File: config.mk
export PLATFORM = sky130hd
export DESIGN_NAME = alu_mem_unit
export DESIGN_NICKNAME = d
export VERILOG_FILES = /design/src/rtl/alu_mem_pkg.sv /design/src/rtl/alu_mem_unit_alu_core.sv /design/src/rtl/alu_mem_unit.sv
export SDC_FILE = /design/constraint.sdc
export NUM_CORES = 2
export LEC_CHECK = 0
export ABC_CLOCK_PERIOD_IN_PS = 23400
export BUFFER_PORTS_ARGS = -buffer_cell sky130_fd_sc_hd__buf_4
export CORE_ASPECT_RATIO = 1.25
export CORE_MARGIN = 5
export CORE_UTILIZATION = 63
export CTS_CLUSTER_SIZE = 16
export DETAILED_ROUTE_END_ITERATION = 12
export HOLD_SLACK_MARGIN = 0.12
export PLACE_DENSITY_LB_ADDON = 0.3
export SLEW_MARGIN = 20
export SYNTH_ARGS = -nofsm -noshare
export SYNTH_HDL_FRONTEND = slang
export SYNTH_SLANG_ARGS = --single-unit
File: constraint.sdc
create_clock -name clk -period 23.4 [get_ports clk]
set_input_delay 7.02 -clock clk [delete_from_list [all_inputs] [get_ports clk]]
set_output_delay 7.02 -clock clk [all_outputs]
set_load 0.03 [all_outputs]
File: src/rtl/alu_mem_pkg.sv
// Shared opcode and flag definitions for the operand-cache / ALU / data-memory slice.
package alu_mem_pkg;

    localparam logic ALU_ADD  = 1'b0;
    localparam logic ALU_NAND = 1'b1;

    localparam int FLAG_ZERO = 0;
    localparam int FLAG_NEG  = 1;

    typedef enum logic {
        OP_ADD  = ALU_ADD,
        OP_NAND = ALU_NAND
    } alu_op_e;

endpackage

File: src/rtl/alu_mem_unit_alu_core.sv
// Combinational ALU: ADD / NAND of the two cached operands plus zero/negative flags.
// Optional carry-out port when ALU_COUT_EN is defined.
module alu_core
    import alu_mem_pkg::*;
#(
    parameter int WORD_RANGE  = 8,
    parameter int FLAGS_COUNT = 2
) (
    input  logic                   alu_op,
    input  logic [WORD_RANGE-1:0]  op_a,
    input  logic [WORD_RANGE-1:0]  op_b,
    output logic [WORD_RANGE-1:0]  result,
    output logic [FLAGS_COUNT-1:0] flags
`ifdef ALU_COUT_EN
    ,
    output logic                   cout
`endif
);

`ifdef ALU_COUT_EN
    logic [WORD_RANGE:0] w_sum;
    assign w_sum = {1'b0, op_a} + {1'b0, op_b};
`else
    logic [WORD_RANGE-1:0] w_sum;
    assign w_sum = op_a + op_b;
`endif

    always_comb begin
        result = '0;
`ifdef ALU_COUT_EN
        cout   = 1'b0;
`endif
        case (alu_op_e'(alu_op))
            OP_ADD: begin
                result = w_sum[WORD_RANGE-1:0];
`ifdef ALU_COUT_EN
                cout   = w_sum[WORD_RANGE];
`endif
            end
            OP_NAND: result = ~(op_a & op_b);
            default: result = '0;
        endcase
    end

    always_comb begin
        flags            = '0;
        flags[FLAG_ZERO] = (result == '0);
        flags[FLAG_NEG]  = result[WORD_RANGE-1];
    end

endmodule

File: src/rtl/alu_mem_unit.sv
// Operand caches A/B, address mux and data memory around alu_core.
// Build option: define ALU_COUT_EN to expose the ADD carry-out on port cout.
module alu_mem_unit
    import alu_mem_pkg::*;
#(
    parameter int WORD_RANGE        = 8,
    parameter int MEMORY_WORD_COUNT = 256,
    parameter int FLAGS_COUNT       = 2
) (
    input  logic                   clk,
    input  logic                   rst_n,
    input  logic [WORD_RANGE-1:0]  data_in,
    input  logic                   load_operand,
    input  logic                   cache_a_b_not,
    input  logic                   is_data_indirect,
    input  logic                   alu_op,
    input  logic                   write_mem_result,
    input  logic [WORD_RANGE-1:0]  write_address,
    output logic [WORD_RANGE-1:0]  alu_out,
    output logic [FLAGS_COUNT-1:0] flags
`ifdef ALU_COUT_EN
    ,
    output logic                   cout
`endif
);

    logic [WORD_RANGE-1:0] r_a;
    logic [WORD_RANGE-1:0] r_b;
    logic [WORD_RANGE-1:0] r_mem [0:MEMORY_WORD_COUNT-1];

    logic [WORD_RANGE-1:0] w_mem_addr;
    logic [WORD_RANGE-1:0] w_mem_rdata;
    logic [WORD_RANGE-1:0] w_load_val;
    logic                  w_rd_ok;
    logic                  w_wr_ok;

    // Write-back owns the address port whenever it is strobed.
    assign w_mem_addr = write_mem_result ? write_address : data_in;

    generate
        if (MEMORY_WORD_COUNT < (1 << WORD_RANGE)) begin : g_partial_map
            assign w_rd_ok = (32'(w_mem_addr)    < MEMORY_WORD_COUNT);
            assign w_wr_ok = (32'(write_address) < MEMORY_WORD_COUNT);
        end else begin : g_full_map
            assign w_rd_ok = 1'b1;
            assign w_wr_ok = 1'b1;
        end
    endgenerate

    assign w_mem_rdata = w_rd_ok ? r_mem[w_mem_addr] : '0;
    assign w_load_val  = is_data_indirect ? w_mem_rdata : data_in;

    always_ff @(posedge clk or negedge rst_n) begin
        if (!rst_n) begin
            r_a <= '0;
            r_b <= '0;
        end else if (load_operand) begin
            if (cache_a_b_not) begin
                r_a <= w_load_val;
            end else begin
                r_b <= w_load_val;
            end
        end
    end

    // Memory contents survive reset; reset only blocks the write strobe.
    always_ff @(posedge clk or negedge rst_n) begin
        if (!rst_n) begin
        end else if (write_mem_result && w_wr_ok) begin
            r_mem[write_address] <= alu_out;
        end
    end

    alu_core #(
        .WORD_RANGE  (WORD_RANGE),
        .FLAGS_COUNT (FLAGS_COUNT)
    ) u_alu_core (
        .alu_op (alu_op),
        .op_a   (r_a),
        .op_b   (r_b),
        .result (alu_out),
        .flags  (flags)
`ifdef ALU_COUT_EN
        ,
        .cout   (cout)
`endif
    );

endmodule

==> impl_metrics.toml <==
[status]
outcome = "complete, no violations"

[cts]
ctsHoldBuffers = 0
cts_max_path_buffers = 3
cts_buffers = 182
clkSinkCount = 2064
clk_latency_ps = 820
cts_resized = 0
cts_setup_buffers = 0
tritoncts = "yes"
htreeDepth = 4
root_buffer = "clkbuf_16"
clkSlewWorstSetupHoldPaths_ps = 60

[logic_synthesis]
ys_ff_latch = 2064
netlist_top_cells_count = "edfxtp_1 (2,048), nand2_1 (949), mux2i_1 (406)"
synth_seq_area_share = 0.748
yosysTopAreaCellShare = 0.743
netlist_top_cells_area = "edfxtp_1 (74%), mux2i_1 (4.9%), nand2_1 (4.3%), mux4_2 (2.4%), nand3_1 (2.0%)"
async_reset_ff_frac = 0.00775
ys_dominant_reg_cell = "edfxtp_1"
synth-compound-area-share = 0.0596
synth_area_um2 = 82800
syn_nets = 5517
synth_simple_gate_area_share = 0.0907
synth_top_family_by_area = "simple AND/OR/NAND/NOR gates"
yosys.area.top_type = "edfxtp_1"
yosys_warnings = 0
synthDistinctLibCells = 80
synth_xor_area_frac = 0.000635
synthMuxAreaShare = 0.0749
synth_fa_ha_area_frac = 0.00145
synth_edf_count = 2048
netlist_instances = 5485
synth.most_common_cell = "edfxtp_1"
syn_area_per_cell_um2 = 15.1

[layout]
multi_input_area_um2 = 19000
nets = 5480
final_cell_area_um2 = 89800
stdcell_count = 7335
drive_above_1_share = 0.0906
seq_area_um2 = 61900
area_growth_pct = 8.48
fillCellCount = 8391

[drt]
drt_first_pass_iters = 7
drt-vias-per-instance = 6.83
drtIter0Drc = 7496
ant_nets = 0
wl_per_cell_um = 30.1
drc_errors = 0
vias = 50100
finalWirelength_um = 221000

[setup_path]
critical_path_class = "input port to output pin"
cp.arrival_ps = 9250
cp-start-kind = "input port"
r2r_slack_ps = 19240
end_kind = "output pin"
critPathMaxFanout = 30
ff2ff_path_depth = 13
required_ps = 16380

[global_routing]
grt-ovfl-total = 0
grtUsageTotal = 0.313
antenna_found_initial = 16
grt_max_degree = 183
grt_pass1_wl_um = 319000
grt_pass1_vias = 47600

[sta]
timing.final.crit_share = 0.695
drv_slew = 0
fmax_mhz = 61.5
maxSlewHeadroom = 0.243
period_minus_slack_ps = 16270
fin_ws_ps = 7130
setup_viol = 0
timing.setup.tns_ps = 0
rsz0062_at_grt = "false"
hold_viol = 0
skew_ps = 32.0
tightest_slew_ps = 1110

[place]
placed_area_um2 = 84200
gp_congestion = 0.908
portBuffers = 32
post-place-ws_ps = 7030
dp.cells = 6989
dp_hpwl_um = 130000

[die]
ios = 33
fp.dieH_um = 415
dieWidth_um = 334
die_area_um2 = 139000
core_um2 = 130000
start_util = 0.635
rows = 148

[power]
power_leakage_nw = 29.3
peakVddDrop_mv = 0.0818
p_per_area_nw_per_um2 = 93.5

[min_path]
hold-path-cell-count = 2
hold_class = "flop to flop"

[job]
max-cap-violations = 0
## logic make-up (layout without fill, tap and decap cells)
kind of cell             Yosys count  in the layout
buffers and inverters            370            482
AND/OR/NAND/NOR                 1774           1774
AO/OA/AOI/OAI                    756            756
other                              0             13
flip-flops                      2064           2064
XOR/XNOR                           6              6
multiplexers                     506            506
adder cells (fa/ha/maj)            9              9
## state kept, by name, summed over array words and instances, names as in the netlist
name	cells
r_a	8
r_mem	2048
r_b	8
## final timing paths
| path | start | endpoint |
|---|---|---|
| max in group asynchronous | rst_n | r_b[3] |
| setup / recovery | alu_op | flags[0] |
| setup reg to reg | r_b[0] | r_mem[141][6] |
| min in group asynchronous | rst_n | r_a[4] |
| hold reg to reg | r_a[0] | r_a[0] |
| hold / removal | r_a[0] | r_a[0] |
## stage by stage
stage | hold WS, ps | util | power [mW]
2_1_floorplan | 463 | - | 5.33
3_3_place_gp | 483 | 0.646 | 5.59
3_5_place_dp | 502 | 0.646 | 5.63
4_1_cts | 515 | 0.688 | 8.38
5_1_grt | 538 | 0.689 | 8.61
6_report | 514 | 0.689 | 8.39
## placed cells by master (no fill, tap or decap), types with 7 or more instances in the layout
master,netlist,final
o22ai_1,126,126
edfxtp_1,2048,2048
a21oi_1,253,248
a31oi_1,68,68
mux4_2,87,87
nor2b_1,11,11
and3_1,20,20
clkbuf_16,0,187
o21ai_1,10,10
ha_1,8,8
clkinv_2,0,28
o21ai_0,60,60
nand2_1,949,949
diode_2,0,13
a211oi_1,8,8
buf_12,3,7
mux2i_1,406,401
a22oi_1,21,21
a32oi_1,9,9
a2111oi_0,16,16
o211ai_1,8,8
a311oi_1,24,24
or4_1,9,9
nand4_1,34,34
inv_1,9,9
clkinv_1,1,44
nand3_1,334,334
buf_4,56,131
clkbuf_1,103,55
o31ai_1,8,8
dfrtp_1,16,16
o221ai_1,82,82
nor3_1,54,54
mux2i_4,2,8
nor4_1,31,31
nor2_1,315,313
## where the power goes
group          switching (mW)  leakage, nW  total [mW]  internal, mW
logic                   0.856         8.22        1.06         0.201
registers             0.00572         18.4        4.51          4.50
clock network            1.29         2.69        2.83          1.53
## final cells by class
cell class,count,area share
flip-flops and latches,2064,0.689
clock buffers,245,0.0549
repair buffers,139,0.0126
multi-input cells,3051,0.212
well taps,1725,0.0240
diodes,13,0.000362
clock inverters,88,0.00663
inverters,10,0.000418
## layer usage
| metal | vias to the layer above | wire (µm) | track usage |
|---|---|---|---|
| li1 | 21000 | - | - |
| met4 | 8 | 14800 | 0.174 |
| met1 | 24900 | 76200 | 0.417 |
| met2 | 3537 | 105000 | 0.493 |
| met3 | 669 | 24500 | 0.0592 |
| met5 | - | 50 | 0 |
## worst max-delay path, cell delays in order
cell and delay, ps:
buf_4 300, mux2_8 530, nor3_1 220, nand2_1 110
nor4_1 730, buf_4 300
Power figures use the tool's default switching activity.
